`src/rtl/fp_addsub_pipe.sv`:
```
// Three-stage IEEE-754 adder/subtractor: round toward zero, denormals flushed on input and output.
// Stage 1 unpacks/classifies/swaps, stage 2 aligns and adds, stage 3 normalises and packs.
module fp_addsub_pipe #(
    parameter int unsigned EXP_W = 8,
    parameter int unsigned MAN_W = 23
) (
    input  logic                 clk,
    input  logic                 rst,
    input  logic                 in_valid,
    input  logic [EXP_W+MAN_W:0] a,
    input  logic [EXP_W+MAN_W:0] b,
    input  logic                 sub,
    output logic                 out_valid,
    output logic [EXP_W+MAN_W:0] sum
);
    localparam int unsigned W    = 1 + EXP_W + MAN_W;
    localparam int unsigned MW   = MAN_W + 1;          // mantissa with hidden bit
    localparam int unsigned AW   = MAN_W + 4;          // plus guard, round, sticky
    localparam int unsigned SW   = AW + 1;             // plus carry out
    localparam int unsigned EW   = EXP_W + 2;          // signed exponent headroom
    localparam int unsigned LZW  = $clog2(AW + 1);
    localparam int unsigned EMAX = (1 << EXP_W) - 1;
    localparam logic [W-1:0] QNAN = {1'b0, {EXP_W{1'b1}}, 1'b1, {(MAN_W-1){1'b0}}};

    // ---------------- Stage 1: unpack, classify, order by magnitude
    logic [EXP_W-1:0] w_a_exp, w_b_exp;
    logic [MAN_W-1:0] w_a_man, w_b_man;
    logic             w_a_sign, w_b_sign, w_a_zero, w_b_zero;
    logic             w_a_inf, w_b_inf, w_a_nan, w_b_nan;
    logic [W-2:0]     w_a_key, w_b_key, w_x_key, w_y_key;
    logic             w_swap, w_nan, w_inf, w_inf_sign;

    assign w_a_exp  = a[W-2:MAN_W];
    assign w_b_exp  = b[W-2:MAN_W];
    assign w_a_man  = a[MAN_W-1:0];
    assign w_b_man  = b[MAN_W-1:0];
    assign w_a_sign = a[W-1];
    assign w_b_sign = b[W-1] ^ sub;
    assign w_a_zero = (w_a_exp == '0);
    assign w_b_zero = (w_b_exp == '0);
    assign w_a_inf  = (&w_a_exp) && (w_a_man == '0);
    assign w_b_inf  = (&w_b_exp) && (w_b_man == '0);
    assign w_a_nan  = (&w_a_exp) && (|w_a_man);
    assign w_b_nan  = (&w_b_exp) && (|w_b_man);
    // Denormals become zero magnitude, so they sort and add as zeros
    assign w_a_key  = w_a_zero ? '0 : a[W-2:0];
    assign w_b_key  = w_b_zero ? '0 : b[W-2:0];
    assign w_swap   = (w_b_key > w_a_key);
    assign w_x_key  = w_swap ? w_b_key : w_a_key;
    assign w_y_key  = w_swap ? w_a_key : w_b_key;
    assign w_nan    = w_a_nan || w_b_nan || (w_a_inf && w_b_inf && (w_a_sign ^ w_b_sign));
    assign w_inf    = w_a_inf || w_b_inf;
    assign w_inf_sign = w_a_inf ? w_a_sign : w_b_sign;

    logic             r1_valid, r1_x_sign, r1_op, r1_special;
    logic [EXP_W-1:0] r1_x_exp, r1_diff;
    logic [MW-1:0]    r1_x_man, r1_y_man;
    logic [W-1:0]     r1_spec_val;

    always_ff @(posedge clk) begin
        if (rst) begin
            r1_valid    <= 1'b0;
            r1_x_sign   <= 1'b0;
            r1_op       <= 1'b0;
            r1_special  <= 1'b0;
            r1_x_exp    <= '0;
            r1_diff     <= '0;
            r1_x_man    <= '0;
            r1_y_man    <= '0;
            r1_spec_val <= '0;
        end else begin
            r1_valid <= in_valid;
            if (in_valid) begin
                r1_x_sign   <= w_swap ? w_b_sign : w_a_sign;
                r1_op       <= w_a_sign ^ w_b_sign;
                r1_special  <= w_nan || w_inf;
                r1_x_exp    <= w_x_key[W-2:MAN_W];
                r1_diff     <= w_x_key[W-2:MAN_W] - w_y_key[W-2:MAN_W];
                r1_x_man    <= {|w_x_key[W-2:MAN_W], w_x_key[MAN_W-1:0]};
                r1_y_man    <= {|w_y_key[W-2:MAN_W], w_y_key[MAN_W-1:0]};
                r1_spec_val <= w_nan ? QNAN : {w_inf_sign, {EXP_W{1'b1}}, {MAN_W{1'b0}}};
            end
        end
    end

    // ---------------- Stage 2: align Y with guard/round/sticky, add or subtract
    logic [AW-1:0] w_x_ext, w_y_ext, w_shifted, w_mask, w_y_al;
    logic          w_sticky;
    logic [SW-1:0] w_sum;

    assign w_x_ext   = {r1_x_man, 3'b000};
    assign w_y_ext   = {r1_y_man, 3'b000};
    assign w_shifted = w_y_ext >> r1_diff;
    assign w_mask    = (AW'(1) << r1_diff) - AW'(1);
    assign w_sticky  = |(w_y_ext & w_mask);
    assign w_y_al    = (r1_diff > EXP_W'(AW - 1)) ? {(AW-1)'(0), |r1_y_man}
                                                  : {w_shifted[AW-1:1], w_shifted[0] | w_sticky};
    // |X| >= |Y| so the difference never goes negative
    assign w_sum     = r1_op ? (SW'(w_x_ext) - SW'(w_y_al)) : (SW'(w_x_ext) + SW'(w_y_al));

    logic             r2_valid, r2_sign, r2_zero_sign, r2_special;
    logic [SW-1:0]    r2_sum;
    logic [EXP_W-1:0] r2_exp;
    logic [W-1:0]     r2_spec_val;

    always_ff @(posedge clk) begin
        if (rst) begin
            r2_valid     <= 1'b0;
            r2_sign      <= 1'b0;
            r2_zero_sign <= 1'b0;
            r2_special   <= 1'b0;
            r2_sum       <= '0;
            r2_exp       <= '0;
            r2_spec_val  <= '0;
        end else begin
            r2_valid <= r1_valid;
            if (r1_valid) begin
                r2_sign      <= r1_x_sign;
                r2_zero_sign <= r1_x_sign & ~r1_op;
                r2_special   <= r1_special;
                r2_sum       <= w_sum;
                r2_exp       <= r1_x_exp;
                r2_spec_val  <= r1_spec_val;
            end
        end
    end

    // ---------------- Stage 3: normalise, truncate, apply special cases
    logic [LZW-1:0]       w_lz;
    logic [AW-1:0]        w_norm;
    logic [MAN_W-1:0]     w_mant;
    logic signed [EW-1:0] w_exp_in, w_exp;
    logic [W-1:0]         w_res;

    always_comb begin
        w_lz = LZW'(AW);
        for (int i = 0; i < int'(AW); i++) begin
            if (r2_sum[i]) w_lz = LZW'(int'(AW) - 1 - i);
        end
    end

    assign w_norm   = r2_sum[AW-1:0] << w_lz;
    assign w_mant   = r2_sum[SW-1] ? MAN_W'(r2_sum >> 4) : MAN_W'(w_norm >> 3);
    assign w_exp_in = $signed({2'b00, r2_exp});
    assign w_exp    = r2_sum[SW-1] ? (w_exp_in + $signed(EW'(1)))
                                   : (w_exp_in - $signed(EW'(w_lz)));

    always_comb begin
        w_res = '0;
        if (r2_special)
            w_res = r2_spec_val;
        else if (r2_sum == '0)
            w_res = {r2_zero_sign, {(W-1){1'b0}}};
        else if (w_exp >= $signed(EW'(EMAX)))
            w_res = {r2_sign, {(EXP_W-1){1'b1}}, 1'b0, {MAN_W{1'b1}}};
        else if (w_exp <= $signed(EW'(0)))
            w_res = {r2_sign, {(W-1){1'b0}}};
        else
            w_res = {r2_sign, w_exp[EXP_W-1:0], w_mant};
    end

    always_ff @(posedge clk) begin
        if (rst) begin
            out_valid <= 1'b0;
            sum       <= '0;
        end else begin
            out_valid <= r2_valid;
            if (r2_valid) sum <= w_res;
        end
    end
endmodule

```
`config.mk`:
```
export PLATFORM = sky130hd
export DESIGN_NAME = fp_addsub_pipe
export DESIGN_NICKNAME = d
export VERILOG_FILES = /design/src/rtl/fp_addsub_pipe.sv
export SDC_FILE = /design/constraint.sdc
export NUM_CORES = 1
export LEC_CHECK = 0
export ABC_CLOCK_PERIOD_IN_PS = 9200
export CORE_MARGIN = 10
export CORE_UTILIZATION = 30
export CTS_CLUSTER_SIZE = 16
export DETAILED_ROUTE_END_ITERATION = 10
export REMOVE_ABC_BUFFERS = 1
export SYNTH_ARGS = -nofsm -noshare
export SYNTH_HDL_FRONTEND = slang
export SYNTH_SLANG_ARGS = --single-unit
```
`constraint.sdc`:
```
create_clock -name clk -period 9.2 [get_ports clk]
set_clock_uncertainty 0.2 [all_clocks]
set_input_delay 2.3 -clock clk [delete_from_list [all_inputs] [get_ports clk]]
set_output_delay 2.3 -clock clk [all_outputs]
set_load 0.02 [all_outputs]
```
Word-level counts from Yosys, hierarchy flattened
Cells that the tools add are included.

Bitwise gates (word level): 6. Equal/unequal tests: 0. Reductions and logical operators: 23. Multipliers: 0. Order comparisons: 4. Divide/modulo/power cells: 0. Multiplexer cells: 42. Shifts and indexed selects: 3. Add/subtract/negate cells: 6.

Operator list (count): 31-bit 2-to-1 mux (6); 5-bit 2-to-1 mux (26); 32-bit 2-to-1 mux (3); 23-bit logical NOT (2); 23-bit OR reduction (2); 31-bit > comparator (1); 27-bit by 27-bit adder with 28-bit output (1); 28-bit logical NOT (1); 28-bit 2-to-1 mux (1); 27-bit by 27-bit subtractor with 28-bit output (1); 27-bit AND (1); 27-bit 2-to-1 mux (1); 27-bit OR reduction (1); 1-bit by 8-bit left shift with 27-bit output, first input constant (1); 27-bit by 5-bit left shift with 26-bit output (1); 27-bit by 8-bit right shift with 27-bit output (1); 27-bit by 2-bit subtractor with 27-bit output, second input constant (1); 24-bit OR reduction (1); 23-bit 2-to-1 mux (1); 8-bit logical NOT (2); 8-bit AND reduction (2); 8-bit OR reduction (2); 10-bit by 9-bit >= comparator with 1-bit output, second input constant (1); 10-bit by 1-bit <= comparator with 1-bit output, second input constant (1); other kinds (12) (23).

Input port bits: 68. Flip-flop bits (word level): 205. ROM bits: 0. RAM bits: 0. Memories: 0. Logic and storage cells: 102. Output and inout bits: 33. Latch bits: 0.

Longest topological paths before layout
Depth in word-level cells: 34. Depth in mapped cells: 27. Mapped depth without buffers: 23.

Worst setup path after synthesis
No wires, ideal clock.

Path type: input to register. Start: input b[27]. End: register r1_diff[4]. Data required time: 8.909 ns. Slack: 2.813 ns. Arrival time: 6.096 ns. Buffers on the path: 1. Stages: 18. Library setup time: 0.091 ns. Cells stage by stage: nor4_1 nand2_1 clkbuf_1 and2_1 ha_1 nand4_1 or4_1 or2_2 a21oi_1 o41ai_1 a2bb2oi_4 mux2i_1 inv_1 ha_1 and2_1 a211oi_1 o21ai_0 a311oi_1.

Word-level cells in the longest chain between the ends: 5. Elaborated cells between the ends (all ways): 6. Those cells by class: add/sub (1); order compare (1); mux (3); reduce/logical (1).

RTL lines: start: declaration (RTL line 11) `input logic [EXP_W+MAN_W:0] b,`; 8-bit logical NOT (RTL line 40) `assign w_b_zero = (w_b_exp == '0);`; 31-bit 2-to-1 mux (*) (RTL line 47) `assign w_b_key = w_b_zero ? '0 : b[W-2:0];`; 31-bit > comparator (RTL line 48) `assign w_swap = (w_b_key > w_a_key);`; 31-bit 2-to-1 mux (on tied branches) (RTL line 49, 50); 8-bit subtractor (*) (RTL line 78) `r1_diff <= w_x_key[W-2:MAN_W] - w_y_key[W-2:MAN_W];`; end signal: assignment (RTL line 78); end: declaration (RTL line 56) `logic [EXP_W-1:0] r1_x_exp, r1_diff;`.

Mark *: on every way between the ends. The rest lies on a longest branch, timed or not. A chain may end at the register's enable or synchronous reset.

Worst setup path after layout
Start: input b[23]. End: register r1_diff[4].

Same word-level chain as after synthesis.

==> Implementation_results.wiki <==
{| class="wikitable"
! Metric !! Value
|-
| Result of the run || finished clean
|-
| Ant diodes || 0
|-
| Via Count || 14956
|-
| Core Footprint || 47600 um2
|-
| Die Width || 239 um
|-
| Die Outline Area || 57300 um2
|-
| Number of clock buffers inserted by TritonCTS || 17
|-
| Clk_lat worst skew || 0.46 ns
|-
| Setup crit start kind || input port
|-
| Data arrival at the endpoint of the critical path || 7.64 ns
|-
| Vias in the first global route || 14251
|-
| HPWL after detailed placement || 38600 um
|-
| Tightest slew margin relative to the limit || 31.7%
|-
| Total wire length || 50000 um
|-
| Global routing usage summed across all routing layers || 17.0%
|-
| Input/output buffers || 100
|-
| LEAKAGE || 0.00643 uW
|-
| Count of flip-flops with a built-in enable after synthesis || 0
|-
| Total power divided by cell area || 178 nW/um2
|-
| DR DRC count || 0
|-
| Setup repair after global routing missed its margin || no
|-
| Biggest fanout along the worst timing path || 25
|-
| Post-synthesis sequential area ratio || 20.4%
|-
| Peak supply drop || 128 uV
|-
| Setup slack, reg-to-reg || 2.92 ns
|-
| Detailed-route wire length per cell || 19.0 um
|-
| Number of cells on the worst reg-to-reg path || 20
|-
| Overall power after layout || 2910 uW
|-
| Global-route wire length before repair || 79500 um
|-
| Maximum cell stage delay along the critical path || 0.58 ns
|-
| Post-route setup slack || 1.72 ns
|-
| Biggest area contributors in the synthesized netlist || sky130_fd_sc_hd__dfxtp_1 20%, sky130_fd_sc_hd__nor2_1 7.8%, sky130_fd_sc_hd__ha_1 7.7%, sky130_fd_sc_hd__a21oi_1 6.4%, sky130_fd_sc_hd__mux2i_1 5.7%
|-
| Asr flop ratio synth || 0%
|-
| Synth area leader || sky130_fd_sc_hd__dfxtp_1
|-
| Number of warnings reported in the yosys synthesis log || 0
|-
| WHS || 0.264 ns
|-
| Period utilisation layout || 81.3%
|-
| Count of pins over their slew limit || 0
|-
| Cell Int Power || 1620 uW
|-
| I/O pin count || 101
|-
| Max H-tree Level || 4
|-
| Row Count || 80
|-
| Die height || 239 um
|-
| Post-CTS Resized || 0
|-
| Clock-pin slew of the registers on the worst-case setup and hold paths || 0.07 ns
|-
| Setup TNS after final layout || 0 ns
|-
| Most used cells in the layout excluding fill and tap cells || 298 x sky130_fd_sc_hd__nor2_1, 184 x sky130_fd_sc_hd__a21oi_1, 159 x sky130_fd_sc_hd__nand2_1
|-
| Clk buf depth || 2
|-
| Antenna-violating nets left || 0
|-
| Number of hold violations in the final report || 0
|-
| Transition time of the tightest slew-check pin || 1.02 ns
|-
| Via density per instance || 5.67
|-
| Count of buffer and inverter cells on the critical path || 3
|-
| Most common cell after layout, fill and taps aside || sky130_fd_sc_hd__nor2_1
|-
| Layout overhead on the synthesized area || 13.2%
|-
| Net Sw Frac || 44.3%
|-
| Worst Setup Slack post-DPL || 1.34 ns
|-
| Remaining global-route overflow || 0
|-
| Most used DFF post-synth || sky130_fd_sc_hd__dfxtp_1
|-
| Violation count after the first detailed-route iteration || 1217
|-
| Number of instances on the worst hold path || 2
|-
| Max-cap viol count || 0
|-
| Relative contribution of sequential cells to total power || 26.4%
|-
| Cell family with most CP delay || simple AND/OR/NAND/NOR gates
|-
| Total net switching power || 1290 uW
|-
| Clock Tree Root || sky130_fd_sc_hd__clkbuf_16
|-
| Number of setup buffers added after CTS || 0
|-
| RR Endpoint || r2_sum[26]$_SDFFE_PP0P_
|-
| Synth top area share || 20.4%
|-
| Min-Delay Path Class || flop to flop
|-
| Hold bufs inserted after CTS || 0
|-
| TritonCTS clock tree || done
|-
| Relative contribution of the clock network to total power || 25.6%
|-
| Syn avg cell area || 7.13 um2
|-
| Initial antenna violation count || 0
|-
| Final layout net count || 2168
|-
| Number of search-and-repair iterations in the first detailed-routing pass || 6
|-
| Setup Viol. Count Final || 0
|-
| Required @ worst endpoint || 9.36 ns
|-
| Worst Hold Path EP || r2_zero_sign$_SDFFE_PP0P_
|-
| Netlist cell types || 92
|-
| Fraction of final layout cells with drive strength greater than 1 || 5.89%
|-
| Critical path, cell by cell || clkdlybuf4s50_1, nor4_1, nand2_1, buf_4, and2_1, ha_1, nand4_1, or4_1, or2_2, a21oi_1, o41ai_1, a2bb2oi_4, mux2i_1, inv_1, ha_1, and2_1, a211oi_1, o21ai_0, a311oi_1
|-
| Number of sinks on the clock net || 147
|-
| Placer congestion estimate || 0.983
|-
| Flops & latches, synth || 147
|-
| Startpoint of the lowest-slack hold path || r2_zero_sign$_SDFFE_PP0P_
|-
| Minimum clock period after layout || 7.48 ns
|-
| Top achievable clock speed || 134 MHz
|-
| Starting density of the core || 30.3%
|-
| Largest net degree at the start of global routing || 93
|-
| Class of the most critical setup path || input port to flop
|-
| Max stage delay cell, worst path || sky130_fd_sc_hd__a2bb2oi_4
|-
| Kind of end point of the critical path || flop
|-
| Post-synth design cell area || 14400 um2
|-
| Syn Inst Count || 2022
|-
| R2R Path Start || r1_diff[0]$_SDFFE_PP0P_
|-
| Fraction of power consumed by combinational cells || 48.1%
|}
## cell usage after synthesis, types with 7 or more instances
library cell               number
sky130_fd_sc_hd__o21bai_1      16
sky130_fd_sc_hd__inv_1         91
sky130_fd_sc_hd__and2_1        31
sky130_fd_sc_hd__and3_1        12
sky130_fd_sc_hd__buf_2         22
sky130_fd_sc_hd__nand2b_1      25
sky130_fd_sc_hd__o21ai_0      104
sky130_fd_sc_hd__a221o_1        9
sky130_fd_sc_hd__nor2b_1       44
sky130_fd_sc_hd__a211oi_1      90
sky130_fd_sc_hd__mux2_2        19
sky130_fd_sc_hd__nand3_1       41
sky130_fd_sc_hd__a31oi_1       44
sky130_fd_sc_hd__nand2_1      159
sky130_fd_sc_hd__dfxtp_1      147
sky130_fd_sc_hd__or2_2          8
sky130_fd_sc_hd__or3_1         18
sky130_fd_sc_hd__buf_1          7
sky130_fd_sc_hd__mux2i_1       82
sky130_fd_sc_hd__ha_1          89
sky130_fd_sc_hd__o211ai_1      18
sky130_fd_sc_hd__nor2_1       298
sky130_fd_sc_hd__xnor2_1       24
sky130_fd_sc_hd__nand4_1       20
sky130_fd_sc_hd__or4_1          7
sky130_fd_sc_hd__o31ai_1       15
sky130_fd_sc_hd__a21o_1        25
sky130_fd_sc_hd__a21oi_1      184
sky130_fd_sc_hd__nor3_1        48
sky130_fd_sc_hd__clkbuf_1     117
sky130_fd_sc_hd__nor4_1        32
sky130_fd_sc_hd__o22ai_1       13
sky130_fd_sc_hd__xor2_1        11
sky130_fd_sc_hd__a221oi_1      12
## logic make-up (layout without fill, tap and decap cells)
kind of cell / Yosys count / after routing / share of synthesized area, %
AO/OA/AOI/OAI: 631 / 631 / 29.4
XOR/XNOR: 35 / 35 / 2.13
adder cells (fa/ha/maj): 91 / 91 / 8.00
buffers and inverters: 247 / 247 / 6.94
flip-flops: 147 / 147 / 20.4
multiplexers: 108 / 108 / 8.32
AND/OR/NAND/NOR: 763 / 763 / 24.8
## layer usage
metal / GRT usage, % / wire (um) / vias to the layer above / part of all wire (%)
met5: 0 / 0 / - / 0
met4: 4.88 / 1070 / 0 / 2.1
met3: 2.79 / 2810 / 75 / 5.6
met2: 28.5 / 23500 / 496 / 47
met1: 22.1 / 22600 / 7048 / 45
li1: - / - / 7337 / -
## worst reg2reg max path: cells and delay by family (launching register included)
kind	cells	cell delay [ns]
adder cells (fa/ha/maj)	1	0.43
flip-flops	1	0.75
AO/OA/AOI/OAI	10	2.48
AND/OR/NAND/NOR	5	0.79
multiplexers	3	1.13
buffers and inverters	1	0.43
## state kept, by name, indices dropped and copies added, names as in the netlist
name and flops:
sum 32, r2_sum 28, r1_x_man 24, r1_y_man 24, r1_diff 8, r1_x_exp 8
r2_exp 8, r1_spec_val 3, r2_spec_val 3, out_valid 1, r1_op 1, r1_special 1
r1_valid 1, r1_x_sign 1, r2_sign 1, r2_special 1, r2_valid 1, r2_zero_sign 1
## stage by stage
step,instances,instance area (um2),utilization (%)
floorplan,1870,13800,-
global placement,2605,15700,33.0
detailed placement,2605,15700,33.0
CTS,2637,16300,34.3
global route,2637,16300,34.3
finish,2637,16300,34.3
## cell type report
| class | count | area (um2) |
|---|---|---|
| sequential | 147 | 2950 |
| multi-input combinational | 1628 | 10500 |
| timing repair buffer | 120 | 1160 |
| clock buffer | 17 | 425 |
| inverter | 95 | 357 |
| fill | 5111 | 31300 |
| tap | 615 | 769 |
| clock inverter | 15 | 188 |
## power by group through the flow
stage	clock network (uW)	registers [uW]	logic (uW)
2_1_floorplan	0	775	953
3_3_place_gp	0	777	1370
3_5_place_dp	0	780	1370
4_1_cts	759	765	1380
5_1_grt	780	775	1540
6_report	744	767	1400
## how the worst max path moves through the flow
stage                         endpoint  slack (ns)  start  cells after the start
5_1_grt        r1_diff[4]$_SDFFE_PP0P_        1.45  b[24]                     19
3_5_place_dp   r1_diff[6]$_SDFFE_PP0P_        1.34  b[24]                     20
3_3_place_gp   r1_diff[6]$_SDFFE_PP0P_        1.40  b[23]                     20
6_report       r1_diff[4]$_SDFFE_PP0P_        1.72  b[23]                     19
4_1_cts        r1_diff[4]$_SDFFE_PP0P_        1.83  b[23]                     19
2_1_floorplan  r1_diff[4]$_SDFFE_PP0P_        1.11  a[27]                     17
No activity file was read; power rests on OpenSTA's default activity.
